## src/rtl/beam_thresh_loader_pkg.sv

```systemverilog
// Shared types and constants for the beamformer threshold loader.
package pueo_thresh_pkg;

    localparam int THRESH_BITS = 18;
    localparam int NSETS       = 2;

    typedef logic [THRESH_BITS-1:0] thresh_t;

    typedef enum logic [2:0] {
        IDLE   = 3'd0,
        PREP   = 3'd1,
        LOAD   = 3'd2,
        UPDATE = 3'd3,
        DONE   = 3'd4
    } thresh_ld_state_t;

    // Zero a threshold word when its set is not part of the current load.
    function automatic thresh_t mask_set(thresh_t v, logic en);
        return en ? v : '0;
    endfunction

endpackage

```

## src/rtl/beam_thresh_loader_if.sv

```systemverilog
// Host/config bus plus cascade outputs of the threshold loader.
// cfg_rdata_o exists only when THRESH_READBACK_EN is defined.
interface beam_thresh_loader_if
    import pueo_thresh_pkg::*;
#(
    parameter int NBEAMS = 2
);
    localparam int ADDR_W = $clog2(2*NBEAMS);

    logic [ADDR_W-1:0]        cfg_addr_i;
    thresh_t                  cfg_data_i;
    logic                     cfg_wr_i;
    logic [NSETS-1:0]         commit_i;
    logic                     busy_o;
    logic                     done_o;
    logic [NSETS*THRESH_BITS-1:0] thresh_o;
    logic [NSETS-1:0]         thresh_wr_o;
    logic [NSETS-1:0]         thresh_update_o;
`ifdef THRESH_READBACK_EN
    thresh_t                  cfg_rdata_o;
`endif

    modport master (
        output cfg_addr_i, cfg_data_i, cfg_wr_i, commit_i,
`ifdef THRESH_READBACK_EN
        input  cfg_rdata_o,
`endif
        input  busy_o, done_o, thresh_o, thresh_wr_o, thresh_update_o
    );

    modport slave (
        input  cfg_addr_i, cfg_data_i, cfg_wr_i, commit_i,
`ifdef THRESH_READBACK_EN
        output cfg_rdata_o,
`endif
        output busy_o, done_o, thresh_o, thresh_wr_o, thresh_update_o
    );

endinterface

```

## src/rtl/thresh_shadow_ram.sv

```systemverilog
// Shadow copy of all beam thresholds: one write port, one streaming read
// port returning both sets of a beam (masked per set), and an optional
// host readback port under THRESH_READBACK_EN.
module thresh_shadow_ram
    import pueo_thresh_pkg::*;
#(
    parameter int NBEAMS = 2,
    localparam int ADDR_W = $clog2(2*NBEAMS)
) (
    input  logic                         clk_i,
    input  logic                         rst_ni,
    input  logic                         wr_en_i,
    input  logic [ADDR_W-1:0]            wr_addr_i,
    input  thresh_t                      wr_data_i,
    input  logic                         rd_en_i,
    input  logic [ADDR_W-1:0]            rd_beam_i,
    input  logic [NSETS-1:0]             rd_mask_i,
    output logic [NSETS*THRESH_BITS-1:0] rd_data_o
`ifdef THRESH_READBACK_EN
    ,
    input  logic [ADDR_W-1:0]            rb_addr_i,
    output thresh_t                      rb_data_o
`endif
);
    localparam int DEPTH = 2*NBEAMS;

    // Contents are not touched by reset so thresholds survive a soft reset.
    thresh_t mem [DEPTH];

    logic [ADDR_W-1:0] a0, a1;
    assign a0 = rd_beam_i << 1;
    assign a1 = a0 | ADDR_W'(1);

    // Shadow write port; caller has already range-checked the address.
    always_ff @(posedge clk_i) begin
        if (wr_en_i) mem[wr_addr_i] <= wr_data_i;
    end

    // Streaming read: registered, masked pair; zero whenever not reading.
    always_ff @(posedge clk_i) begin
        if (!rst_ni)      rd_data_o <= '0;
        else if (rd_en_i) rd_data_o <= {mask_set(mem[a1], rd_mask_i[1]),
                                        mask_set(mem[a0], rd_mask_i[0])};
        else              rd_data_o <= '0;
    end

`ifdef THRESH_READBACK_EN
    localparam logic [ADDR_W:0] DEPTH_C = (ADDR_W+1)'(DEPTH);

    // Host readback, independent of the loader; out-of-range reads as zero.
    always_ff @(posedge clk_i) begin
        if (!rst_ni)                          rb_data_o <= '0;
        else if ({1'b0, rb_addr_i} < DEPTH_C) rb_data_o <= mem[rb_addr_i];
        else                                  rb_data_o <= '0;
    end
`endif

endmodule

```

## src/rtl/beam_thresh_loader.sv

```systemverilog
// Streams shadowed beam thresholds into the DSP threshold cascade
// (last beam first, head beam last) then pulses the per-set latch.
// Optional: THRESH_READBACK_EN adds host readback of the shadow.
module beam_thresh_loader
    import pueo_thresh_pkg::*;
#(
    parameter int NBEAMS = 2
) (
    input  logic                 clk_i,
    input  logic                 rst_ni,
    beam_thresh_loader_if.slave  bus
);
    localparam int ADDR_W = $clog2(2*NBEAMS);
    localparam logic [ADDR_W:0]   DEPTH_C = (ADDR_W+1)'(2*NBEAMS);
    localparam logic [ADDR_W-1:0] LAST_C  = ADDR_W'(NBEAMS-1);

    thresh_ld_state_t  state_q;
    logic [NSETS-1:0]  pend_q, act_q, wr_q, upd_q;
    logic [ADDR_W-1:0] cnt_q, rd_beam;
    logic              busy_q, done_q, start, rd_en, wr_ok;

    assign start = (state_q == IDLE) && (pend_q != '0);
    // PREP prefetches the last beam; LOAD prefetches the beam after the one on the bus.
    assign rd_en   = (state_q == PREP) || ((state_q == LOAD) && (cnt_q != '0));
    assign rd_beam = (state_q == PREP) ? LAST_C : cnt_q - 1'b1;
    assign wr_ok   = bus.cfg_wr_i && !busy_q && ({1'b0, bus.cfg_addr_i} < DEPTH_C);

    thresh_shadow_ram #(.NBEAMS(NBEAMS)) u_shadow (
        .clk_i     (clk_i),
        .rst_ni    (rst_ni),
        .wr_en_i   (wr_ok),
        .wr_addr_i (bus.cfg_addr_i),
        .wr_data_i (bus.cfg_data_i),
        .rd_en_i   (rd_en),
        .rd_beam_i (rd_beam),
        .rd_mask_i (act_q),
        .rd_data_o (bus.thresh_o)
`ifdef THRESH_READBACK_EN
        ,
        .rb_addr_i (bus.cfg_addr_i),
        .rb_data_o (bus.cfg_rdata_o)
`endif
    );

    // Load sequencer: pending-commit capture, state walk and strobe registers.
    always_ff @(posedge clk_i) begin
        if (!rst_ni) begin
            state_q <= IDLE;
            pend_q  <= '0;
            act_q   <= '0;
            cnt_q   <= '0;
            busy_q  <= 1'b0;
            done_q  <= 1'b0;
            wr_q    <= '0;
            upd_q   <= '0;
        end else begin
            pend_q <= (start ? '0 : pend_q) | bus.commit_i;
            done_q <= 1'b0;
            wr_q   <= '0;
            upd_q  <= '0;
            case (state_q)
                IDLE: if (start) begin
                    state_q <= PREP;
                    act_q   <= pend_q;
                    busy_q  <= 1'b1;
                end
                PREP: begin
                    state_q <= LOAD;
                    cnt_q   <= LAST_C;
                    wr_q    <= act_q;
                end
                LOAD: if (cnt_q == '0) begin
                    state_q <= UPDATE;
                    upd_q   <= act_q;
                end else begin
                    cnt_q <= cnt_q - 1'b1;
                    wr_q  <= act_q;
                end
                UPDATE: begin
                    state_q <= DONE;
                    done_q  <= 1'b1;
                    busy_q  <= 1'b0;
                end
                DONE:    state_q <= IDLE;
                default: state_q <= IDLE;
            endcase
        end
    end

    assign bus.busy_o          = busy_q;
    assign bus.done_o          = done_q;
    assign bus.thresh_wr_o     = wr_q;
    assign bus.thresh_update_o = upd_q;

endmodule

```

## src/flat_wrapper.sv

```systemverilog
// flat-port wrapper written by rule: the top's interface ports become plain ports
module beam_thresh_loader_flat import pueo_thresh_pkg::*;
#(
    parameter int NBEAMS = 2
)
  (clk_i, rst_ni, bus_cfg_addr_i, bus_cfg_data_i, bus_cfg_wr_i, bus_commit_i, bus_busy_o, bus_done_o, bus_thresh_o, bus_thresh_wr_o, bus_thresh_update_o);
  beam_thresh_loader_if #(.NBEAMS(NBEAMS)) bus_i ();
  input  logic clk_i;
  input  logic rst_ni;
  input wire logic [$bits(bus_i.cfg_addr_i)-1:0] bus_cfg_addr_i;
  input wire logic [$bits(bus_i.cfg_data_i)-1:0] bus_cfg_data_i;
  input wire logic [$bits(bus_i.cfg_wr_i)-1:0] bus_cfg_wr_i;
  input wire logic [$bits(bus_i.commit_i)-1:0] bus_commit_i;
  output wire logic [$bits(bus_i.busy_o)-1:0] bus_busy_o;
  output wire logic [$bits(bus_i.done_o)-1:0] bus_done_o;
  output wire logic [$bits(bus_i.thresh_o)-1:0] bus_thresh_o;
  output wire logic [$bits(bus_i.thresh_wr_o)-1:0] bus_thresh_wr_o;
  output wire logic [$bits(bus_i.thresh_update_o)-1:0] bus_thresh_update_o;
  assign bus_i.cfg_addr_i = bus_cfg_addr_i;
  assign bus_i.cfg_data_i = bus_cfg_data_i;
  assign bus_i.cfg_wr_i = bus_cfg_wr_i;
  assign bus_i.commit_i = bus_commit_i;
  assign bus_busy_o = bus_i.busy_o;
  assign bus_done_o = bus_i.done_o;
  assign bus_thresh_o = bus_i.thresh_o;
  assign bus_thresh_wr_o = bus_i.thresh_wr_o;
  assign bus_thresh_update_o = bus_i.thresh_update_o;
  beam_thresh_loader #(.NBEAMS(NBEAMS)) u_core (.clk_i(clk_i), .rst_ni(rst_ni), .bus(bus_i));
endmodule
```

## config.mk

```make
export PLATFORM = sky130hd
export DESIGN_NAME = beam_thresh_loader_flat
export DESIGN_NICKNAME = d
export VERILOG_FILES = /design/src/rtl/beam_thresh_loader_pkg.sv /design/src/rtl/beam_thresh_loader_if.sv /design/src/rtl/thresh_shadow_ram.sv /design/src/rtl/beam_thresh_loader.sv /design/src/flat_wrapper.sv
export SDC_FILE = /design/constraint.sdc
export NUM_CORES = 1
export LEC_CHECK = 0
export CORE_ASPECT_RATIO = 1.5
export CORE_MARGIN = 1.5
export CORE_UTILIZATION = 45
export CTS_CLUSTER_DIAMETER = 80
export DETAILED_ROUTE_END_ITERATION = 7
export PLACE_DENSITY_LB_ADDON = 0.15
export SYNTH_ARGS = -nofsm -noshare
export SYNTH_HDL_FRONTEND = slang
export SYNTH_SLANG_ARGS = --single-unit
```

## constraint.sdc

```tcl
create_clock -name clk_i -period 2.58 [get_ports clk_i]
set_input_delay 0.258 -clock clk_i [delete_from_list [all_inputs] [get_ports clk_i]]
set_output_delay 0.258 -clock clk_i [all_outputs]
set_load 0.01 [all_outputs]
```

* Word-level counts from Yosys, hierarchy flattened *
Memories as Yosys holds them, arrays and structs flattened. A register that Yosys moved wholly into a read port is not among the register bits.
Cells that the tools add are included.

word-level totals
  flip-flop bits (word level) = 15
  RAM bits = 72
  logic and storage cells = 51
  memories kept = 1

operators by class
  add/sub/neg operators = 1
  equal/unequal tests = 6
  mux-type cells = 14
  bitwise operators = 1
  reduce and logical (&&, ||, !) cells = 20

memory list
  memory               depth  width  read ports  clocked after memory_dff  wr ports  line                     RTL
  u_core.u_shadow.mem  4      18     2           2                         1         thresh_shadow_ram.sv:28  thresh_t mem [DEPTH];

operators by type and width
  cell                 number
  $pmux 3 s4           1
  $reduce_and 3->1     3
  $pmux 2 s2           2
  $reduce_and 2->1     4
  $reduce_bool 2->1    4
  $eq 3x2->1 const B   2
  $mux 2               3
  $mux 3               2
  $mux 1               5
  $ne 2x2->1 const B   2
  $eq 3x1->1 const B   1
  $logic_and 1x1->1    3
  $logic_not 1->1      3
  $logic_not 3->1      1
  $logic_not 2->1      1
  $ne 2x1->1 const B   1
  $or 2x2->2           1
  $pmux 1 s2           1
  $sub 2x1->2 const B  1
  $logic_or 1x1->1     1

* Depth between registers and ports, before layout *
  depth after elaboration = 5
  mapped depth = 8
  mapped depth without buffers = 5

* By module *
Synthesis repeated with hierarchy kept, for this count alone.

second synthesis, totals
  cells, all modules = 259
  area, all modules = 4135.2 sq um

by module, submodules not included
  module              times used  cells each  area an instance (sq um)
  thresh_shadow_ram   1           193         3509.6
  beam_thresh_loader  1           66          625.6

* Least setup slack after synthesis *
Ideal clock, no wire load.

  path kind = register to register
  start point = register u_core.busy_q, in the netlist u_core.bus.busy_o
  end point = memory u_core.u_shadow.mem[0][0] (netlist bit), enable pin
  setup time = 420 ps
  arrival = 1935 ps
  path slack = 225 ps
  stages on the path, launching flop included = 3
  buffers on the path = 0
  clock period less this slack = 2355 ps
  cells stage by stage = dfxtp_1 -> nor2b_1 -> nor3b_1

between the ends
  longest elaborated chain between the ends = 4

ends and longest elaborated chain
  what                          line                      RTL
  start: declaration            beam_thresh_loader.sv:20  logic busy_q, done_q, start, rd_en, wr_ok;
  start signal: assignment      beam_thresh_loader.sv:52  busy_q <= 1'b0;
  start signal: assignment      beam_thresh_loader.sv:65  busy_q <= 1'b1;
  start signal: assignment      beam_thresh_loader.sv:82  busy_q <= 1'b0;
  $logic_not 1->1               beam_thresh_loader.sv:26  assign wr_ok = bus.cfg_wr_i && !busy_q && ({1'b0, bus.cfg_addr_i} < DEPTH_C);
  $logic_and 1x1->1             beam_thresh_loader.sv:26
  $mux 1                        thresh_shadow_ram.sv:36   if (wr_en_i) mem[wr_addr_i] <= wr_data_i;
  $mux 1 (implied by the code)  thresh_shadow_ram.sv:36
  end: declaration              thresh_shadow_ram.sv:28

Every way passes these cells.

* Worst setup path after layout *
  start point = register u_core.state_q[0]
  end point = register u_core.u_shadow.rd_data_o[16], read port of u_core.u_shadow.mem

between the ends
  longest elaborated chain between the ends = 5

ends and longest elaborated chain
  what                        line                      RTL
  start: declaration          beam_thresh_loader.sv:17  thresh_ld_state_t state_q;
  start signal: assignment    beam_thresh_loader.sv:48  state_q <= IDLE;
  start signal: assignment    beam_thresh_loader.sv:63  state_q <= PREP;
  start signal: assignment    beam_thresh_loader.sv:68  state_q <= LOAD;
  $eq 3x2->1                  beam_thresh_loader.sv:24  assign rd_en = (state_q == PREP) || ((state_q == LOAD) && (cnt_q != '0));
  $logic_and 1x1->1           beam_thresh_loader.sv:24
  $logic_or 1x1->1            beam_thresh_loader.sv:24
  $reduce_and 3->1 (no line)  n/a
  $logic_not 1->1 (no line)   n/a
  end: declaration            thresh_shadow_ram.sv:18   output logic [NSETS*THRESH_BITS-1:0] rd_data_o

Parallel ways exist; a longest one is shown, timed or not.
A chain may end at the register's enable or synchronous reset.

==> results.toml <==
[synthesis]
seq_area_frac_synth_pct = 71.84
syn_area_per_cell_um2 = 14.34
yosys.area_share.simple_pct = 10.03
synth_top_area_cell = "edfxtp_1"
syn_nets = 335
synth_most_common_cell = "edfxtp_1"
synth_edf_count = 72
synth_compound_gate_area_share_pct = 14.97
synthXorXnorAreaFrac_pct = 0
synth_top_area_share_pct = 48.80
synth_area_leaders = "edfxtp_1, dfxtp_1, o21a_1, and3_1, a21boi_0"
synth_warnings = 0
synth.distinct_cells = 29
ys_async_sr_fraction_pct = 0
synthMuxAreaShare_pct = 0
synth_seq_cells = 123
synthAdderAreaFrac_pct = 0.2824
netlist_area_mm2 = 0.004430
yosys-top-cells-count = "edfxtp_1, dfxtp_1, and3_1, o21a_1, a21boi_0"
synth_top_family_by_area = "compound AO/OA/AOI/OAI gates"
synth-main-ff-cell = "edfxtp_1"
syn-instance-count = 309

[sta]
setup-tns-final_ps = 0
relSlewSlack_pct = 59.09
hold_violations = 0
post-route-min-period_ps = 1980
finClkSkew_ps = 7.933
finalCritPeriodShare_pct = 76.76
setup_viol = 0
tightest_slew_ps = 613.6
finalMaxSlewViolations = 0
fmax_mhz = 505.0
rsz0062_at_grt = "false"

[grt]
grt_pass1_wl_mm = 12.23
grt.total_usage_pct = 15.56
antenna_found_initial = 0
grt_max_degree = 77
use_met1_pct = 17.91
overflow = 0
use_met2_pct = 26.28
use_met3_pct = 4.241
grt_pass1_vias = 2464
top_usage_layer = "met2"

[run_status]
status = "completed"

[die]
start_util_pct = 45.99
die_area_mm2 = 0.01046
placementRows = 44
io_pins = 67
design.core.area_mm2 = 0.009634
die_w_um = 84.02
die_h_um = 124.5

[route]
wl_mm = 7.720
drc = 0
ant_nets = 0
viasPerCell = 5.174
vias = 2623
wl_per_cell_um = 15.23
drtPass1Iterations = 4
initialDrtViolationCount = 133

[pwr]
p_total_mw = 5.058
switchingPower_mw = 1.032
p_per_area_mw_per_mm2 = 865.7
pwr-share-comb_pct = 7.1
p_int_mw = 4.026
switching_share_pct = 20.41
leakage_nw = 2.189
seq_power_share_pct = 43.1
ir_worst_vdd_uv = 480.2
p_clk_share_pct = 49.7

[worst_hold_path]
hold_path_class = "reg -> reg"

[setup_path]
required_ps = 2870
cp.arrival_ps = 2270
critical_path.startpoint_type = "flip-flop"
critPathCaptureType = "flip-flop"
path_class = "reg -> reg"
worstPathMaxFanout = 52

[clock_tree]
cts_buffers = 17
postCtsHoldBufs = 0
clk_pin_slew_ps = 50
clock_latency_ps = 400
post-cts-setup-buffers = 0
clockBufferDepth = 2
htree_levels = 4
clock-root-buffer = "clkbuf_16"
cts_resized = 0
clkSinkCount = 123
tritoncts = "yes"

[final_layout]
area_delta_synth_final_pct = 31.88
nNetsFinal = 405
drive_gt1_share_pct = 12.24
n_antenna_cell = 0

[placed_design]
io_buffer_count = 66
dpl.hpwl_mm = 4.385
gp_congestion = 0.7605

[flow_run]
cap_violations = 0
per-stage QoR:
| step | cell area [µm²] | setup WS, ps | utilization (%) | hold slack, ps | instances |
|---|---|---|---|---|---|
| floorplan | 4431 | 224.7 | - | 356.9 | 309 |
| global placement | 5204 | 660.2 | 54.01 | 456.3 | 475 |
| finish | 5843 | 599.7 | 60.65 | 469.1 | 507 |
| CTS | 5843 | 608.2 | 60.65 | 464.1 | 507 |
| global route | 5843 | 484.7 | 60.65 | 489.6 | 507 |
| detailed placement | 5204 | 617.0 | 54.01 | 464.3 | 475 |
per-layer routing:
| layer | vias up | share of wire (%) |
|---|---|---|
| met4 | 0 | 1.8 |
| met2 | 53 | 52 |
| met3 | 11 | 4.1 |
| li1 | 1279 | - |
| met5 | - | 0 |
| met1 | 1280 | 42 |
cells in the final DEF (no fill, tap or decap), types with 2 or more instances in the layout:
cell type	netlist	final
a21boi_0	26	26
o21a_1	37	37
and3_1	39	39
buf_4	0	7
edfxtp_1	72	72
bufinv_16	0	5
clkinv_2	0	4
dfxtp_1	51	50
or4b_2	2	2
clkinv_1	0	2
a21oi_4	2	2
nor2b_1	6	6
nor3_1	4	4
nand3b_1	3	3
clkinvlp_4	0	3
nand2_1	4	4
nand2b_1	4	4
clkdlybuf4s50_1	0	66
nor2_1	4	3
a21oi_1	4	4
clkbuf_16	0	17
a21boi_1	13	13
inv_1	4	4
power groups by stage:
stage          registers [mW]  clock network, mW  logic, mW
3_5_place_dp             2.22                  0      0.363
6_report                 2.18               2.52      0.362
3_3_place_gp             2.22                  0      0.352
5_1_grt                  2.19               2.64      0.404
4_1_cts                  2.18               2.56      0.365
2_1_floorplan            2.21                  0      0.235
critical path, stage by stage (launching register included):
cell	delay, ps
dfxtp_1	520
or3b_2	690
buf_12	260
and3_1	200
o21a_1	180
flip-flops by register name, summed over array words and instances (netlist names):
signal / count
u_core.act_q: 2
u_core.bus.busy_o: 1
u_core.bus.done_o: 1
u_core.bus.thresh_update_o: 2
u_core.bus.thresh_wr_o: 2
u_core.cnt_q: 2
u_core.pend_q: 2
u_core.state_q: 3
u_core.u_shadow.mem: 72
u_core.u_shadow.rd_data_o: 36
final timing paths:
check	start	end	slack, ps	cells after the start
min reg2reg	u_core.act_q[1]$_SDFFE_PN0P_	u_core.act_q[1]$_SDFFE_PN0P_	470	2
max reg2reg	u_core.state_q[0]$_SDFFE_PN0P_	u_core.u_shadow.rd_data_o[16]$_SDFF_PN0_	600	4
max	u_core.state_q[0]$_SDFFE_PN0P_	u_core.u_shadow.rd_data_o[16]$_SDFF_PN0_	600	4
min	u_core.act_q[1]$_SDFFE_PN0P_	u_core.act_q[1]$_SDFFE_PN0P_	470	2
area by class of cell:
class	instances	area (µm²)
Clock buffer	18	439.2
Sequential cell	123	3184
Fill cell	745	3791
Inverter	4	15.01
Timing Repair Buffer	74	733.2
Tap cell	115	143.9
Multi-Input combinational cell	159	1127
Clock inverter	14	200.2
cell families after synthesis:
group                    after synthesis
AO/OA/AOI/OAI                         86
adder cells (fa/ha/maj)                1
buffers and inverters                 27
flip-flops                           123
AND/OR/NAND/NOR                       72
Note: power is estimated with default switching activity, not from simulation.
==> edit (same flow settings) <==
The package constant `THRESH_BITS` goes from 18 to 16.
--- a/src/rtl/beam_thresh_loader_pkg.sv
+++ b/src/rtl/beam_thresh_loader_pkg.sv
@@ -1,7 +1,7 @@
 // Shared types and constants for the beamformer threshold loader.
 package pueo_thresh_pkg;
 
-    localparam int THRESH_BITS = 18;
+    localparam int THRESH_BITS = 16;
     localparam int NSETS       = 2;
 
     typedef logic [THRESH_BITS-1:0] thresh_t;
Interface: changed (resized bus_cfg_data_i and bus_thresh_o); port bits go from 67 to 61. The function was not compared with the original's and may differ.
==> edit against the original RTL <==
  * Synthesized cell count down 8.4%
  * Largest cell class unchanged
  * Sequential share of layout area up 2.9 points
  * Power fell by 29%
  * Global-route usage rose by 0.94 points
  * Final area fell by 15%
  * Worst setup slack gained 70 ps
  * Sequential cell count is 12 lower
  * Core utilization fell by 3.8 points
  * Clock skew fell by 3.1 ps
  * Wire length is 6.3% lower
  * Area after synthesis shrank 8.8%
==> edit: results (changes against the original RTL) <==
| Metric | Value |
|---|---|
| Vias | 2364 (-9.9%) |
| Fin nets | 363 (-10%) |
| Sequential area share after synthesis | 70.8% (-1.0 points) |
| Worst EP arrival | 2200 ps (-70 ps) |
| Commonest cells in the netlist | 64 x edfxtp_1, 47 x dfxtp_1, 35 x a21boi_0, 35 x and3_1, 33 x o21a_1 |
| Final Wtd Congestion | 0.736 (-3.3%) |
| Port bufs | 60 (-9.1%) |
| Launch point of the worst path | u_core.cnt_q[1] |
| Share of cells above drive strength 1 | 8.43% (-3.8 points) |
| Largest regs | u_core.u_shadow.mem (64), u_core.u_shadow.rd_data_o (32), u_core.state_q (3) |
| Crit Path Max Fanout | 17 (-67%) |
| Maximum vdd ir drop | 0.462 mV (-3.8%) |
| Clk_lat worst skew | 340 ps (-60 ps) |
| Synthesized Nets | 307 (-8.4%) |
| CP max stage delay | 560 ps (-130 ps) |
| Status | complete, no violations |
| Largest net degree at the start of global routing | 68 (-12%) |
| 1st-iter DRT viols | 199 (+50%) |
| Clock-pin slew on the worst setup and hold paths | 70 ps (+20 ps) |
| Fillers | 707 (-5.1%) |
| CTS Buf Count | 9 (-8) |
| GRT Total Usage | 16.5% (+0.94 points) |
| Critical hold path startpoint | u_core.act_q[0] |
| Clock Skew | 4.83 ps (-3.10 ps) |
| Routed length per instance | 15.9 µm (+4.7%) |
| Top post-synthesis cells by area | edfxtp_1 48%, dfxtp_1 23%, a21boi_0 6.5% |
| Worst-margin pin slew | 604 ps (-9.77 ps) |
| Post-synth EDFFs | 64 (-11%) |
| CP top delay family | compound AO/OA/AOI/OAI gates |
| Htree depth | 3 (-1) |
| P_leak | 1.83 nW (-16%) |
| Vias in the first global route | 2230 (-9.5%) |
| Worst path slowest cell | a21oi_4 |
==> edit: changes by cell type in the layout (fill, tap and decap cells not counted), sizes merged, moves of 5 or more <==
cell | unedited run | this run
bufinv | 5 | 0
clkdlybuf4s50 | 66 | 60
edfxtp | 72 | 64
clkbuf | 18 | 13
==> edit: cell type report <==
class,instances,area [µm²],share of cell area (%)
flip-flops and latches,111,2860,57.4
multi-input cells,147,1040,20.9
repair buffers,66,646,12.9
clock buffers,13,272,5.44
well taps,110,138,2.76
clock inverters,3,15.0,0.301
inverters,4,15.0,0.301
==> edit: worst paths after layout <==
path	end	slack [ps]	cells past startpoint
min reg2reg	u_core.act_q[0]	480	2
max reg2reg	u_core.u_shadow.rd_data_o[5]	670	5
max	u_core.u_shadow.rd_data_o[5]	670	5
min	u_core.act_q[0]	480	2
==> edit: tightest hold or removal path, delay by kind of cell (launching register included) <==
family | cells | cell delay, ps
flip-flops | 1 | 310
AO/OA/AOI/OAI | 1 | 70
AND/OR/NAND/NOR | 1 | 50
==> edit: report_power, final <==
part	internal [mW]	leakage [nW]	switching (mW)	total (mW)
Clock	0.736	0.145	0.577	1.31
Sequential	1.94	0.966	0.0310	1.97
Combinational	0.136	0.723	0.194	0.330
Total	2.81	1.83	0.802	3.61
==> edit: cells by family after synthesis <==
group	count (synthesis)	share of synthesized area, %
and+or+nand+nor	68	10.3
adders and majority gates	1	0.309
AOI/OAI and AO/OA	77	14.7
buffers and inverters	25	3.56
DFF	111	70.8
muxes	1	0.279
==> edit: routing by layer <==
layer | track usage, % | up-vias | share of wire (%)
li1 | - | 1150 | -
met1 | 19.9 | 1154 | 43
met2 | 26.8 | 47 | 51
met3 | 3.22 | 13 | 2.8
met4 | 9.91 | 0 | 3.1
met5 | 0 | - | 0
==> edit: through the flow <==
stage	hold slack [ps]	instances	area, µm²	setup slack, ps	util, %
2_1_floorplan	357	283	4040	375	-
3_3_place_gp	462	438	4710	658	53.6
3_5_place_dp	469	438	4710	625	53.6
4_1_cts	479	454	4990	621	56.9
5_1_grt	517	454	4990	533	56.9
6_report	480	454	4990	670	56.9
